<file path="config.mk">
export PLATFORM = sky130hd
export DESIGN_NAME = seq_divider
export DESIGN_NICKNAME = d
export VERILOG_FILES = /design/src/rtl/seq_divider.sv
export SDC_FILE = /design/constraint.sdc
export NUM_CORES = 1
export LEC_CHECK = 0
export ABC_AREA = 1
export CAP_MARGIN = 25
export CORE_AREA = 2 2 63 65
export CTS_BUF_LIST = sky130_fd_sc_hd__clkbuf_16
export CTS_CLUSTER_DIAMETER = 80
export DETAILED_ROUTE_END_ITERATION = 12
export DIE_AREA = 0 0 65 67
export PLACE_DENSITY = 0.73
export SYNTH_ARGS = -nofsm -noshare
export SYNTH_HDL_FRONTEND = slang
export SYNTH_SLANG_ARGS = --single-unit
</file>
<file path="constraint.sdc">
create_clock -name clk -period 3.22 [get_ports clk]
set_input_delay 0.483 -clock clk [delete_from_list [all_inputs] [get_ports clk]]
set_output_delay 0.483 -clock clk [all_outputs]
set_load 0.02 [all_outputs]
</file>
<file path="src/rtl/seq_divider.sv">
// rtl/seq_divider.sv - iterative restoring unsigned divider, one quotient bit per clock
//
// Computes q = x / y and r = x % y for a DW-bit dividend and VW-bit divisor.
// A start sampled while idle captures x and y; the result commits DW cycles
// later with a one-cycle done pulse. A zero divisor commits immediately with
// q = all ones, r = 0 and div_zero = 1.
//
// Ports:
//   clk       in   clock, rising edge
//   rst       in   synchronous active-high reset
//   start     in   request a division (ignored while busy)
//   x         in   DW-bit dividend, captured on the accepting edge
//   y         in   VW-bit divisor, captured on the accepting edge
//   busy      out  division in progress
//   done      out  one-cycle pulse: q, r, div_zero just updated
//   q         out  DW-bit quotient, registered
//   r         out  VW-bit remainder, registered
//   div_zero  out  last committed result was a divide by zero

module seq_divider #(
  parameter int DW = 8,
  parameter int VW = 4
) (
  input  logic          clk,
  input  logic          rst,
  input  logic          start,
  input  logic [DW-1:0] x,
  input  logic [VW-1:0] y,
  output logic          busy,
  output logic          done,
  output logic [DW-1:0] q,
  output logic [VW-1:0] r,
  output logic          div_zero
);

  localparam int CW = $clog2(DW + 1);

  typedef enum logic {IDLE, CALC} state_t;

  state_t        state_q, state_d;
  logic [DW-1:0] dvd_q, dvd_d;   // shifts dividend out of the MSB, quotient in at the LSB
  logic [VW-1:0] div_q, div_d;
  logic [VW-1:0] rem_q, rem_d;   // partial remainder; always < divisor so VW bits suffice
  logic [CW-1:0] cnt_q, cnt_d;
  logic          busy_q, busy_d;
  logic          done_q, done_d;
  logic [DW-1:0] q_q, q_d;
  logic [VW-1:0] r_q, r_d;
  logic          dz_q, dz_d;

  logic [VW:0]   p;
  logic          ge;
  logic [VW-1:0] rem_step;
  logic [DW-1:0] dvd_step;

  always_comb begin
    // VW+1 bit trial value so the bit shifted in from the dividend is kept.
    p        = {rem_q, dvd_q[DW-1]};
    ge       = (p >= {1'b0, div_q});
    // When p >= divisor the difference is < divisor, so the low VW bits are exact.
    rem_step = ge ? (p[VW-1:0] - div_q) : p[VW-1:0];
    dvd_step = {dvd_q[DW-2:0], ge};

    state_d = state_q;
    dvd_d   = dvd_q;
    div_d   = div_q;
    rem_d   = rem_q;
    cnt_d   = cnt_q;
    busy_d  = busy_q;
    done_d  = 1'b0;
    q_d     = q_q;
    r_d     = r_q;
    dz_d    = dz_q;

    case (state_q)
      IDLE: begin
        if (start) begin
          if (y == '0) begin
            q_d    = '1;
            r_d    = '0;
            dz_d   = 1'b1;
            done_d = 1'b1;
          end else begin
            dvd_d   = x;
            div_d   = y;
            rem_d   = '0;
            cnt_d   = CW'(DW);
            busy_d  = 1'b1;
            state_d = CALC;
          end
        end
      end
      CALC: begin
        dvd_d = dvd_step;
        rem_d = rem_step;
        cnt_d = cnt_q - CW'(1);
        if (cnt_q == CW'(1)) begin
          q_d     = dvd_step;
          r_d     = rem_step;
          dz_d    = 1'b0;
          done_d  = 1'b1;
          busy_d  = 1'b0;
          state_d = IDLE;
        end
      end
      default: state_d = IDLE;
    endcase
  end

  always_ff @(posedge clk) begin
    if (rst) begin
      state_q <= IDLE;
      dvd_q   <= '0;
      div_q   <= '0;
      rem_q   <= '0;
      cnt_q   <= '0;
      busy_q  <= 1'b0;
      done_q  <= 1'b0;
      q_q     <= '0;
      r_q     <= '0;
      dz_q    <= 1'b0;
    end else begin
      state_q <= state_d;
      dvd_q   <= dvd_d;
      div_q   <= div_d;
      rem_q   <= rem_d;
      cnt_q   <= cnt_d;
      busy_q  <= busy_d;
      done_q  <= done_d;
      q_q     <= q_d;
      r_q     <= r_d;
      dz_q    <= dz_d;
    end
  end

  assign busy     = busy_q;
  assign done     = done_q;
  assign q        = q_q;
  assign r        = r_q;
  assign div_zero = dz_q;

endmodule

</file>
==> flow_metrics.env, run 1 <==
export IMPL_status="finished clean"
export IMPL_final_antenna_net_count=0
export IMPL_worstSetupPathType="in2reg"
export IMPL_wl_mm=3.45
export IMPL_final_core_util_pct=60.6
export IMPL_rr_startpoint="div_q[2]$_SDFFE_PP0P_"
export IMPL_drive_gt1_share_pct=10.8
export IMPL_cts_root_buf="clkbuf_16"
export IMPL_r2r_end="r[1]$_SDFFE_PP0P_"
export IMPL_post_cts_buffers=0
export IMPL_clock_fmax_ghz=0.575
export IMPL_peakVddDrop_mv=0.395
export IMPL_critPathCaptureType="flop"
export IMPL_yosysSeqAreaShare_pct=41.2
export IMPL_ctsResizeCount=0
export IMPL_die_area_mm2=0.00436
export IMPL_tightest_slew_ps=565
export IMPL_finalCritPeriodShare_pct=54.0
export IMPL_slew_viol_final=0
export IMPL_route_detailed_drc=0
export IMPL_hold_path_class="reg2reg"
export IMPL_async_flop_share_pct=0
export IMPL_syn_inst=221
export IMPL_p_per_area_mw_per_mm2=545
export IMPL_switchingPower_mw=0.333
export IMPL_power_clock_fraction_pct=37.4
export IMPL_port_buffers=29
export IMPL_fin_crit_ps=1740
export IMPL_crit_chain="clkdlybuf4s50_1, nor2_1, nand4_2, nand2_4, inv_1, nand2_1, nand2_1, nand2_1, inv_1"
export IMPL_cts_max_level=2
export IMPL_grt_pass1_vias=1512
export IMPL_setup_viol=0
export IMPL_leakage_nw=0.984
export IMPL_clock_sinks=36
export IMPL_maxCapViolCount=0
export IMPL_fin_worst_skew_ps=4.16
export IMPL_hpwl_mm=2.42
export IMPL_grt_max_degree=22
export IMPL_syn_area_per_cell_um2=7.92
export IMPL_arrival_ps=1900
export IMPL_reg2reg_depth=10
export IMPL_clock_latency_ps=270
export IMPL_rsz0062_at_grt="no"
export IMPL_nets=272
export IMPL_cts_tree="yes"
export IMPL_nFillCells=347
export IMPL_fin_tns_setup_ps=0
export IMPL_via_per_inst=4.95
export IMPL_numCtsBuffers=5
export IMPL_worstPathMaxFanout=21
export IMPL_hold_buffers=0
export IMPL_drt_iter0_drc=69
export IMPL_yosys_warnings=0
export IMPL_synth_seq_cells=36
export IMPL_min_delay_start="busy$_SDFFE_PP0P_"
export IMPL_diodes=0
export IMPL_internal_power_mw=0.858
export IMPL_antenna_found_initial=0
export IMPL_multi_input_area_um2=831
export IMPL_wl_per_cell_um=11.5
export IMPL_synth_edff_count=0
export IMPL_ioPinCount=30
export IMPL_cts_clk_slew_worst_paths_ps=50
export IMPL_gp_congestion=0.811
export IMPL_syn_area_mm2=0.00175
export IMPL_start_util_pct=48.5
export IMPL_synth_distinct_cells=28
export IMPL_grt_pass1_wl_mm=6.15
export IMPL_core_area_mm2=0.00361
export IMPL_vias=1481
export IMPL_min_to="busy$_SDFFE_PP0P_"
export IMPL_areaGrowthSynthToFinish_pct=24.9
export IMPL_num_rows=22
export IMPL_clock_path_buffers=2
export IMPL_gr_total_overflow=0
export IMPL_synth_main_ff_cell="dfxtp_1"
export IMPL_cpPeakStageDelay_ps=410
export IMPL_drtPass1Iterations=4
export IMPL_crit_top_cell="nand2_1"
export IMPL_die_x_um=65
export IMPL_whs_path_depth=2
export IMPL_grt_util_all_layers_pct=18.1
export IMPL_required_ps=3390
export IMPL_combPwrFrac_pct=20.4
export IMPL_relSlewSlack_pct=62.3
export IMPL_r2r_slack_ps=1600
export IMPL_seqPwrFrac_pct=42.3
export IMPL_die_y_um=67
export IMPL_crit_slowest_cell="clkdlybuf4s50_1"
export IMPL_hold_viol=0
export IMPL_syn_num_nets=243
export IMPL_swShare_pct=28.0
export IMPL_seq_area_um2=721
export IMPL_start_kind="input pin"
[worst max-delay path by stage]
stage                             end  cells after the start                  start  slack [ps]
floorplan           q[0]$_SDFFE_PP0P_                     10  div_q[2]$_SDFFE_PP0P_        1770
global placement    q[0]$_SDFFE_PP0P_                      9                   y[3]        1260
detailed placement  q[0]$_SDFFE_PP0P_                      9                   y[3]        1220
CTS                              q[1]                      1      q[1]$_SDFFE_PP0P_        1490
global route        q[0]$_SDFFE_PP0P_                      9                   y[2]        1280
finish              q[0]$_SDFFE_PP0P_                      9                   y[3]        1480
[power groups by stage]
stage / Sequential [mW] / Clock, mW / Combinational [mW]
5_1_grt: 0.507 / 0.474 / 0.274
4_1_cts: 0.503 / 0.454 / 0.244
3_3_place_gp: 0.512 / 0 / 0.238
2_1_floorplan: 0.519 / 0 / 0.167
3_5_place_dp: 0.512 / 0 / 0.241
6_report: 0.503 / 0.445 / 0.243
[per-layer routing]
layer | share of wire, % | GRT usage, % | vias up
met5 | 0 | 0 | -
met4 | 0.81 | 5.59 | 0
met3 | 3.0 | 3.55 | 5
met2 | 48 | 33.8 | 23
met1 | 48 | 20.7 | 672
li1 | - | - | 781
[Yosys cell counts, types with 2 or more instances]
cell type  count  area share (%)
o21bai_1       4             1.7
a21oi_2        3             1.5
nand2_4        3             1.9
a211oi_2       4             2.9
nand4_1        6             2.1
nand2_2        2            0.71
inv_1         33             7.1
buf_6          4             2.6
buf_2          2            0.57
nor2_1        13             2.8
nand2_1       37             7.9
o21ai_0       12             3.4
o21ai_1        8             2.3
nand3_1       14             4.0
dfxtp_1       36              41
a21oi_1       16             4.6
o21ai_2        2             1.0
clkbuf_1       3            0.64
ha_1           6             4.3
a31oi_1        5             1.8
[placed cells by master, fill, tap and decap left out]
master and n:
clkinv_1 1, dfxtp_1 36, nand3_1 14, o21ai_1 8, a211oi_2 4, nand2_4 3
fa_1 1, xnor2_1 1, inv_2 1, buf_4 2, clkdlybuf4s50_1 29, nor2_1 13
nand4_2 1, a21oi_2 3, nand2_2 2, clkbuf_16 5, nand2_1 37, nand4_1 6
nand4_4 1, nand3_2 1, a21oi_1 16, a31oi_1 5, or2_2 1, clkinv_2 1
o21bai_1 4, o21ai_0 12, ha_1 6, o21ai_2 2, inv_1 35
[final cells by class]
type | count | share of cell area (%)
multi-input cells | 141 | 38.0
flip-flops and latches | 36 | 33.0
repair buffers | 31 | 14.0
inverters | 35 | 6.07
clock buffers | 5 | 5.72
well taps | 48 | 2.75
clock inverters | 3 | 0.515
[worst max-delay path, delay by kind of cell]
family	cells	cell delay, ps
AND/OR/NAND/NOR	6	820
buffers and inverters	3	590
[cell families (layout without fill, tap and decap cells)]
kind of cell    after synthesis  after routing  synth area share [%]
compound gates               54             54                  19.2
xor+xnor                      1              1                 0.500
fa+ha+maj                     7              7                  5.43
buf+inv                      44             74                  11.4
flops                        36             36                  41.2
simple gates                 79             79                  22.4
[metrics by stage]
stage          hold WS, ps  cell area (µm²)  power (mW)  setup WS (ps)  std cells
2_1_floorplan          427             1750       0.687           1770        221
3_3_place_gp           442             2050       0.750           1260        291
3_5_place_dp           447             2050       0.753           1220        291
4_1_cts                455             2190        1.20           1490        299
5_1_grt                482             2190        1.26           1280        299
6_report               457             2190        1.19           1480        299
[flip-flops by register name (all words and copies together), names as in the netlist]
name      flops
dvd_q         8
div_q         4
state_q       1
rem_q         4
q             8
r             4
done          1
div_zero      1
cnt_q         4
busy          1
Power figures use the tool's default switching activity.
==> run 2: changes to the inputs <==
Settings changed: CORE_AREA 2 2 63 65 to 2 2 65 67, DIE_AREA 0 0 65 67 to 0 0 67 69, PLACE_DENSITY 0.73 to 0.72.
Clock period 3.22 ns to 1.42 ns, I/O delays scaled along.
==> run 2 against run 1 <==
Against the previous run: the flow now finishes with violations (negative setup slack); setup slack worse by 1500 ps; wire length up 24%; first-iteration DRC count up 36%; register-to-register slack worse by 1700 ps; non-clock buffer count up 21; die area up 6.2%; clock skew about the same; worst hold slack worse by 9.0 ps; total power rose to 2.7 times the previous value; cell count up 7.7%; clock power rose to 2.8 times the previous value; largest cell class unchanged.
==> flow_metrics.env, run 2 (same netlist as run 1, synthesis figures left out) <==
export IMPL_status="complete, but fails checks"
export IMPL_nets=293
export IMPL_seqPwrFrac_pct=36.2
export IMPL_gr_total_overflow=0
export IMPL_wl_mm=4.30
export IMPL_port_buffers=29
export IMPL_critPathCaptureType="flop"
export IMPL_finalCritPeriodShare_pct=104
export IMPL_hold_path_class="reg2reg"
export IMPL_p_per_area_mw_per_mm2=1240
export IMPL_die_y_um=69
export IMPL_ioPinCount=30
export IMPL_start_kind="flop"
export IMPL_crit_family="adder cells"
export IMPL_maxCapViolCount=0
export IMPL_final_common_cell="nand2_1"
export IMPL_numCtsBuffers=5
export IMPL_hold_buffers=0
export IMPL_num_rows=23
export IMPL_leakage_nw=1.23
export IMPL_grt_pass1_vias=1602
export IMPL_arrival_ps=1650
export IMPL_cpPeakStageDelay_ps=530
export IMPL_route_detailed_drc=0
export IMPL_final_cell_mix="nand2_1, dfxtp_1, inv_1, buf_4, a21oi_1"
export IMPL_violations="negative setup slack"
export IMPL_cts_root_buf="clkbuf_16"
export IMPL_fin_worst_skew_ps=4.16
export IMPL_cts_tree="yes"
export IMPL_clock_latency_ps=280
export IMPL_via_per_inst=4.99
export IMPL_gp_congestion=0.763
export IMPL_slew_viol_final=0
export IMPL_grt_max_degree=22
export IMPL_grt_util_all_layers_pct=19.9
export IMPL_areaGrowthSynthToFinish_pct=45.7
export IMPL_setup_viol=5
export IMPL_grt_pass1_wl_mm=7.07
export IMPL_drtPass1Iterations=4
export IMPL_crit_chain="inv_2, ha_4, fa_2, inv_2, nand3_2, nand3_2, nand2_1, inv_1"
export IMPL_swShare_pct=28.5
export IMPL_hold_viol=0
export IMPL_clock_path_buffers=2
export IMPL_internal_power_mw=2.27
export IMPL_clock_fmax_ghz=0.678
export IMPL_switchingPower_mw=0.903
export IMPL_worstPathMaxFanout=2
export IMPL_fin_crit_ps=1470
export IMPL_drive_gt1_share_pct=30.1
export IMPL_post_place_ws_ps=-234
export IMPL_cts_clk_slew_worst_paths_ps=50
export IMPL_worstSetupPathType="reg2reg"
export IMPL_antenna_found_initial=0
export IMPL_rsz0062_at_grt="yes"
export IMPL_drt_iter0_drc=94
export IMPL_tightest_slew_ps=234
export IMPL_clock_sinks=36
export IMPL_core_area_mm2=0.00391
export IMPL_worst_slack_ps=-54.3
export IMPL_diodes=0
export IMPL_timing_hold_ws_ps=448
export IMPL_relSlewSlack_pct=84.4
export IMPL_crit_slowest_cell="fa_2"
export IMPL_cts_max_level=2
export IMPL_final_antenna_net_count=0
export IMPL_required_ps=1600
export IMPL_combPwrFrac_pct=25.2
export IMPL_wl_per_cell_um=13.3
export IMPL_vias=1608
export IMPL_peakVddDrop_mv=0.804
export IMPL_dpl_instance_area_mm2=0.00222
export IMPL_start_util_pct=44.7
export IMPL_die_x_um=67
export IMPL_crit_buf_inv=3
export IMPL_die_area_mm2=0.00462
export IMPL_final_cell_area_mm2=0.00255
export IMPL_hpwl_mm=2.84
export IMPL_power_clock_fraction_pct=38.7
run 2: cell count changes in the layout (fill, tap and decap cells not counted), moves of 3 or more:
cell             before  now
ha_4                  0    3
nand3_1              14    3
inv_1                35   29
ha_1                  6    2
inv_2                 1    6
dfxtp_2               0    5
dlygate4sd2_1         0   13
clkdlybuf4s50_1      29   14
dfxtp_1              36   31
nand3_2               1   11
buf_4                 2   19
run 2: repair_timing:
item,in CTS,in global routing
endpoints found under the setup margin,22,15
setup buffers,2,1
pin swaps,3,12
gates resized for setup,35,19
hold endpoints to repair,0,0
run 2: cell type report:
type                       instances  area, µm²
clock buffer                       5        125
clock inverter                     3       38.8
fill                             340       1360
inverter                          35        134
multi-input combinational        141        980
sequential                        36        727
tap                               50       62.6
timing repair buffer              52        484
run 2: metal layers:
| metal | GRT usage, % | vias to the layer above | wire (µm) |
|---|---|---|---|
| met5 | 0 | - | 0 |
| met4 | 6.58 | 0 | 71 |
| met3 | 5.71 | 9 | 189 |
| met2 | 33.9 | 48 | 2220 |
| met1 | 23.5 | 726 | 1820 |
| li1 | - | 825 | - |
run 2: path summary, 6_finish.rpt:
kind                         startpoint                     to  slack [ps]  depth (start not counted)
setup reg to reg  dvd_q[7]$_SDFFE_PP0P_  rem_q[1]$_SDFFE_PP0P_         -50                          8
hold / removal        busy$_SDFFE_PP0P_      busy$_SDFFE_PP0P_         450                          2
setup / recovery  dvd_q[7]$_SDFFE_PP0P_  rem_q[1]$_SDFFE_PP0P_         -50                          8
hold reg to reg       busy$_SDFFE_PP0P_      busy$_SDFFE_PP0P_         450                          2
run 2: power by group through the flow:
stage | clock network (mW) | logic [mW] | registers, mW
floorplan | 0 | 0.386 | 1.18
global placement | 0 | 0.626 | 1.16
detailed placement | 0 | 0.641 | 1.16
CTS | 1.25 | 0.711 | 1.14
global route | 1.30 | 0.864 | 1.16
finish | 1.23 | 0.797 | 1.15
run 2: worst reg2reg max path, delay by kind of cell (launching register included):
family	cells	cell delay, ps
and+or+nand+nor	3	210
adders and majority gates	2	680
buffers and inverters	3	130
DFF	1	340
run 2: per-stage QoR:
| stage | utilization, % | setup TNS [ps] | instances | power [mW] |
|---|---|---|---|---|
| 4_1_cts | 63.2 | -75.5 | 321 | 3.10 |
| 2_1_floorplan | - | 0 | 221 | 1.56 |
| 3_5_place_dp | 56.8 | -4940 | 311 | 1.80 |
| 5_1_grt | 65.2 | -596 | 322 | 3.32 |
| 3_3_place_gp | 56.8 | -3500 | 311 | 1.78 |
| 6_report | 65.2 | -165 | 322 | 3.17 |
